## config.mk

```make
export PLATFORM = sky130hd
export DESIGN_NAME = sd_cic_decimator
export DESIGN_NICKNAME = d
export VERILOG_FILES = /design/src/rtl/sd_dsp_pkg.sv /design/src/rtl/cic_comb_stage.sv /design/src/rtl/sd_cic_decimator.sv
export SDC_FILE = /design/constraint.sdc
export NUM_CORES = 1
export LEC_CHECK = 0
export ABC_AREA = 0
export CAP_MARGIN = 10
export CORE_MARGIN = 2
export CORE_UTILIZATION = 35
export DETAILED_ROUTE_END_ITERATION = 16
export GPL_TIMING_DRIVEN = 0
export HOLD_SLACK_MARGIN = 0.15
export PLACE_DENSITY = 0.58
export RECOVER_POWER = 100
export SETUP_SLACK_MARGIN = 0.1
export SLEW_MARGIN = 30
export SYNTH_ARGS = -nofsm -noshare
export SYNTH_HDL_FRONTEND = slang
export SYNTH_SLANG_ARGS = --single-unit
export TNS_END_PERCENT = 5
```

## constraint.sdc

```tcl
create_clock -name clk -period 12.7 [get_ports clk]
set_input_delay 1.27 -clock clk [delete_from_list [all_inputs] [get_ports clk]]
set_output_delay 1.27 -clock clk [all_outputs]
set_load 0.005 [all_outputs]
```

## src/rtl/sd_dsp_pkg.sv

```systemverilog
// Shared constants and helpers for the sigma-delta DSP blocks.
package sd_dsp_pkg;

    // Two-bit modulator output codes
    localparam logic [1:0] SD_POS     = 2'b01;
    localparam logic [1:0] SD_NEG     = 2'b11;
    localparam logic [1:0] SD_ZERO    = 2'b00;
    localparam logic [1:0] SD_ILLEGAL = 2'b10;

    localparam int unsigned CIC_ORDER = 3;

    // Results discarded after reset while the comb history fills with real data
    localparam int unsigned CIC_WARMUP_RESULTS = 3;

    // Input is one sign bit plus magnitude 1; each stage grows log2(R) bits
    function automatic int unsigned cic_out_width(input int unsigned decim);
        return 2 + CIC_ORDER * $clog2(decim);
    endfunction

endpackage

```

## src/rtl/cic_comb_stage.sv

```systemverilog
// Single CIC comb (differentiator, M=1) with a pipeline enable.
module cic_comb_stage #(
    parameter int unsigned Width = 17
) (
    input  logic                    clk_i,
    input  logic                    rst_i,
    input  logic                    en_i,
    input  logic signed [Width-1:0] u_i,
    output logic signed [Width-1:0] y_o
);

    logic signed [Width-1:0] prev_q;
    logic signed [Width-1:0] y_q;

    // Difference against the previous enabled input; modular wrap is intended
    always_ff @(posedge clk_i or posedge rst_i) begin
        if (rst_i) begin
            prev_q <= '0;
            y_q    <= '0;
        end else if (en_i) begin
            prev_q <= u_i;
            y_q    <= u_i - prev_q;
        end
    end

    assign y_o = y_q;

endmodule

```

## src/rtl/sd_cic_decimator.sv

```systemverilog
// Third-order CIC decimator for the 2-bit sigma-delta stream, with a
// one-deep valid/ready output register and sticky error flags.
module sd_cic_decimator
    import sd_dsp_pkg::*;
#(
    parameter int unsigned DECIM     = 32,
    parameter int unsigned OUT_WIDTH = cic_out_width(DECIM)
) (
    input  logic                        clk,
    input  logic                        reset,
    input  logic                        in_valid,
    input  logic [1:0]                  sd_in,
    output logic signed [OUT_WIDTH-1:0] out_data,
    output logic                        out_valid,
    input  logic                        out_ready,
    output logic                        overrun,
    output logic                        code_err,
    input  logic                        clr_flags
);

    localparam int unsigned CntW = $clog2(DECIM);

    logic signed [OUT_WIDTH-1:0] x;
    logic signed [OUT_WIDTH-1:0] i1_q, i2_q, i3_q;
    logic signed [OUT_WIDTH-1:0] c1, c2, c3;
    logic [CntW-1:0]             cnt_q;
    logic [2:0]                  en_q;
    logic [1:0]                  warm_q;
    logic                        strobe;
    logic                        load;
    logic                        result_new;

    logic signed [OUT_WIDTH-1:0] out_data_q, out_data_d;
    logic                        out_valid_q, out_valid_d;
    logic                        overrun_q, overrun_d;
    logic                        code_err_q, code_err_d;

    // Decode modulator code to {-1, 0, +1}; illegal code contributes nothing
    always_comb begin
        x = '0;
        case (sd_in)
            SD_POS:  x = {{(OUT_WIDTH-1){1'b0}}, 1'b1};
            SD_NEG:  x = '1;
            default: x = '0;
        endcase
    end

    assign strobe = in_valid && (cnt_q == CntW'(DECIM - 1));

    // Integrator cascade and decimation counter, stalled by in_valid
    always_ff @(posedge clk or posedge reset) begin
        if (reset) begin
            i1_q  <= '0;
            i2_q  <= '0;
            i3_q  <= '0;
            cnt_q <= '0;
        end else if (in_valid) begin
            i1_q  <= i1_q + x;
            i2_q  <= i2_q + i1_q;
            i3_q  <= i3_q + i2_q;
            cnt_q <= cnt_q + 1'b1;
        end
    end

    // Enable pipeline: comb k fires on strobe+(k-1), output load on strobe+3
    always_ff @(posedge clk or posedge reset) begin
        if (reset) begin
            en_q <= '0;
        end else begin
            en_q <= {en_q[1:0], strobe};
        end
    end

    cic_comb_stage #(.Width(OUT_WIDTH)) u_comb1 (
        .clk_i (clk),
        .rst_i (reset),
        .en_i  (strobe),
        .u_i   (i3_q),
        .y_o   (c1)
    );

    cic_comb_stage #(.Width(OUT_WIDTH)) u_comb2 (
        .clk_i (clk),
        .rst_i (reset),
        .en_i  (en_q[0]),
        .u_i   (c1),
        .y_o   (c2)
    );

    cic_comb_stage #(.Width(OUT_WIDTH)) u_comb3 (
        .clk_i (clk),
        .rst_i (reset),
        .en_i  (en_q[1]),
        .u_i   (c2),
        .y_o   (c3)
    );

    assign load       = en_q[2];
    assign result_new = load && (warm_q == 2'(CIC_WARMUP_RESULTS));

    // Count discarded warm-up results; saturates once the output goes live
    always_ff @(posedge clk or posedge reset) begin
        if (reset) begin
            warm_q <= '0;
        end else if (load && (warm_q != 2'(CIC_WARMUP_RESULTS))) begin
            warm_q <= warm_q + 1'b1;
        end
    end

    // Output holding register, handshake and sticky flags
    always_comb begin
        out_data_d  = out_data_q;
        out_valid_d = out_valid_q;
        overrun_d   = clr_flags ? 1'b0 : overrun_q;
        code_err_d  = clr_flags ? 1'b0 : code_err_q;
        if (result_new) begin
            out_data_d  = c3;
            out_valid_d = 1'b1;
            if (out_valid_q && !out_ready) begin
                overrun_d = 1'b1;
            end
        end else if (out_valid_q && out_ready) begin
            out_valid_d = 1'b0;
        end
        // Set events take priority over a same-cycle clear
        if (in_valid && (sd_in == SD_ILLEGAL)) begin
            code_err_d = 1'b1;
        end
    end

    // State registers for the output side
    always_ff @(posedge clk or posedge reset) begin
        if (reset) begin
            out_data_q  <= '0;
            out_valid_q <= 1'b0;
            overrun_q   <= 1'b0;
            code_err_q  <= 1'b0;
        end else begin
            out_data_q  <= out_data_d;
            out_valid_q <= out_valid_d;
            overrun_q   <= overrun_d;
            code_err_q  <= code_err_d;
        end
    end

    assign out_data  = out_data_q;
    assign out_valid = out_valid_q;
    assign overrun   = overrun_q;
    assign code_err  = code_err_q;

endmodule

```

==> run_results.csv <==
group,metric,value,unit
outcome,run_status,"finished with violations",
outcome,violated_checks,"max-capacitance violations, max-slew violations",
sta,maxClockFrequency,0.166,GHz
grt,number_of_antenna_violations_at_the_first_check_in_global_routing,0,
cts,hold_bufs_at_cts,0,
floorplanning,design.core.area,0.0313,mm^2
route,drcViolationCount,0,
route,wl,22.9,mm
pwr,max-vdd-ir-drop,0.000120,V
grt,pin_count_of_the_biggest_net_entering_global_routing,78,
run,max_cap_viol_count,3,
cells_and_area,fraction_of_final_layout_cells_sized_beyond_drive_strength_1,8.97,%
sta,maxSlewHeadroom,-164,%
sta,maxSlewViolCount,188,
cells_and_area,diodes,0,
placed_design,hpwlAfterDp,17.0,mm
placed_design,gp_congestion,0.812,
floorplanning,die_area,0.0331,mm^2
setup_path,cp_data_arrival_time,5.65,ns
cells_and_area,final_net_count,1299,
route,route.vias.total,8284,
cts,clk_pin_slew,0.07,ns
grt,global_route.overflow_total,0,
synthesis,yosys_warnings,0,
synthesis,synthesis.instances,1156,
synthesis,synthTopCellsByArea,"sky130_fd_sc_hd__dfrtp_1 (41%), sky130_fd_sc_hd__ha_1 (9.6%), sky130_fd_sc_hd__mux2_2 (6.2%), sky130_fd_sc_hd__o21ai_0 (5.1%), sky130_fd_sc_hd__xnor2_1 (4.7%)",
grt,global_route.usage.total,14.7,%
floorplanning,num_rows,65,
synthesis,synth_edf_count,0,
cts,clock_sink_count,183,
floorplanning,start_util,35.3,%
worst_hold_path,worst_hold_path_type,"register to register",
cells_and_area,layout.filler_cells,3031,
grt,grt_pass1_vias,8231,
cells_and_area,synthToLayoutAreaGrowth,12.3,%
grt,global_route_wire_length_before_repair,40.0,mm
placed_design,portBuffers,25,
setup_path,start_kind,"input pin",
synthesis,synthArstFlopShare,100,%
floorplanning,boundaryPins,27,
cts,cts.repair.resized,0,
setup_path,worstPathMaxFanout,77,
route,drt-vias-per-instance,5.12,
cells_and_area,layout.core_utilization,39.7,%
setup_path,path_class,"input pin to async pin",
synthesis,yosys_register_bits,183,
cts,maximum_buffer_depth_of_the_clock_tree,2,
synthesis,synth_common_cells,"sky130_fd_sc_hd__dfrtp_1 (183), sky130_fd_sc_hd__nand2_1 (127), sky130_fd_sc_hd__o21ai_0 (112)",
synthesis,synth_cell_types,67,
cts,cts-htree-levels,4,
cts,cts_tree,"yes",
route,antenna_left,0,
cts,cts_buffers,17,
synthesis,yosysMostFrequentCell,"sky130_fd_sc_hd__dfrtp_1",
sta,finalCriticalPeriod,6.02,ns
synthesis,synth_sequential_area_ratio,41.4,%
route,first_iter_violations,288,
cts,clk-insertion-delay-late,0.44,ns
pwr,total_power,3520,uW
synthesis,syn-mean-instance-area,9.57,um^2
synthesis,yosys_most_used_dff,"sky130_fd_sc_hd__dfrtp_1",
synthesis,mappedNetlistArea,0.0111,mm^2
floorplanning,die_height,182,um
setup_path,required_worst_endpoint,12.33,ns
synthesis,synth_largest_area_cell,"sky130_fd_sc_hd__dfrtp_1",
sta,grt_setup_unrepaired,"false",
cts,post-cts-setup-buffers,0,
sta,post-route-period-util,47.4,%
pwr,power.density,283,mW/mm^2
sta,hold_viol,0,
sta,setup_viol,0,
cts,ctsRootBufferMaster,"sky130_fd_sc_hd__clkbuf_16",
route,first_pass_iters,5,
synthesis,synth_top_cell_area_share,41.4,%
pwr,total_leakage_power,0.00554,uW
setup_path,r2r_setup_slack,9.79,ns
route,avgRoutedWirePerCell,14.2,um
sta,worstMarginPinSlew,3.95,ns
synthesis,synth.net_count,1253,
floorplanning,die-width,182,um
sta,timing.setup.tns,0,ns
setup_path,worst_setup_path_end_kind,"async pin",
sta,clock-skew-final,0.0132,ns
-- kinds of logic (layout without fill, tap and decap cells) --
kind of cell               Yosys count  count (layout)  share of synthesized area, %
adders and majority gates           90              90                          10.5
buffers and inverters              113             172                          3.86
xor gates and xnor gates            81              81                          6.41
muxes                               66              66                          6.71
AOI/OAI and AO/OA                  313             313                          17.9
DFF                                183             183                          41.4
and+or+nand+nor                    310             310                          13.2
-- sequential cells by signal, indices dropped and copies added, names as in the netlist --
| name | cells |
|---|---|
| u_comb2.prev_q | 17 |
| code_err | 1 |
| cnt_q | 5 |
| overrun | 1 |
| u_comb3.prev_q | 17 |
| u_comb1.prev_q | 17 |
| u_comb2.y_o | 17 |
| i1_q | 17 |
| u_comb3.y_o | 17 |
| i3_q | 17 |
| u_comb1.y_o | 17 |
| out_data | 17 |
| out_valid | 1 |
| en_q | 3 |
| warm_q | 2 |
| i2_q | 17 |
-- layer usage --
metal / track usage [%] / vias up / part of all wire (%)
li1: - / 4232 / -
met1: 18.1 / 3935 / 46
met2: 26.1 / 94 / 50
met3: 2.67 / 23 / 2.4
met4: 4.65 / 0 / 1.5
met5: 0 / - / 0
-- worst max-delay path, stage by stage --
cell                            delay [ns]
sky130_fd_sc_hd__dlygate4sd3_1        0.54
sky130_fd_sc_hd__clkinvlp_2           0.93
sky130_fd_sc_hd__clkbuf_1             2.84
-- report_power, final --
group          internal (uW)  total (uW)  switching (uW)
registers                778         952             174
clock network            282         540             258
logic                    942        2030            1090
-- metrics by stage --
step	worst slack (ns)	hold slack, ns	cells	area, um^2
finish	6.68	0.404	1617	12400
detailed placement	8.12	0.388	1585	11900
CTS	8.57	0.410	1617	12500
global placement	3.86	0.383	1583	11800
floorplan	6.46	0.352	1156	11100
global route	5.45	0.437	1617	12400
-- worst paths after layout --
check                          from            to  depth (start not counted)
setup / recovery              reset  out_data[10]                          3
hold / removal              en_q[1]       en_q[2]                          0
setup reg to reg            i1_q[0]      i2_q[14]                          9
hold reg to reg             en_q[1]       en_q[2]                          0
max in group clk           sd_in[0]      i1_q[16]                         13
min in group asynchronous     reset      code_err                          2
-- cells in the final DEF, fill, tap and decap left out, types with 5 or more instances in the layout --
cell type	n
sky130_fd_sc_hd__dfrtp_1	183
sky130_fd_sc_hd__nand2_1	127
sky130_fd_sc_hd__o21ai_0	112
sky130_fd_sc_hd__ha_1	85
sky130_fd_sc_hd__inv_1	64
sky130_fd_sc_hd__a21oi_1	63
sky130_fd_sc_hd__nor2_1	62
sky130_fd_sc_hd__mux2_2	61
sky130_fd_sc_hd__xnor2_1	60
sky130_fd_sc_hd__clkbuf_1	45
sky130_fd_sc_hd__a21o_1	24
sky130_fd_sc_hd__dlygate4sd3_1	23
sky130_fd_sc_hd__a211oi_1	22
sky130_fd_sc_hd__xor2_1	21
sky130_fd_sc_hd__nand2b_1	18
sky130_fd_sc_hd__clkbuf_16	17
sky130_fd_sc_hd__nor3_1	16
sky130_fd_sc_hd__o211ai_1	15
sky130_fd_sc_hd__nand4_1	15
sky130_fd_sc_hd__nand3_1	15
sky130_fd_sc_hd__nor2b_1	13
sky130_fd_sc_hd__o21a_1	13
sky130_fd_sc_hd__and3_1	11
sky130_fd_sc_hd__a31oi_1	7
sky130_fd_sc_hd__a211o_1	6
sky130_fd_sc_hd__o22ai_1	6
sky130_fd_sc_hd__nor4_1	6
sky130_fd_sc_hd__or2_2	5
sky130_fd_sc_hd__fa_1	5
sky130_fd_sc_hd__inv_6	5
-- area by class of cell --
cell class / instances / area, um^2 / area share, %
Buffer: 46 / 175 / 1.41
Clock buffer: 17 / 425 / 3.42
Clock inverter: 15 / 184 / 1.48
Inverter: 67 / 253 / 2.03
Multi-Input combinational cell: 860 / 6050 / 48.7
Sequential cell: 183 / 4580 / 36.8
Tap cell: 402 / 503 / 4.05
Timing Repair Buffer: 27 / 258 / 2.07
No activity file was read; power rests on OpenSTA's default activity.
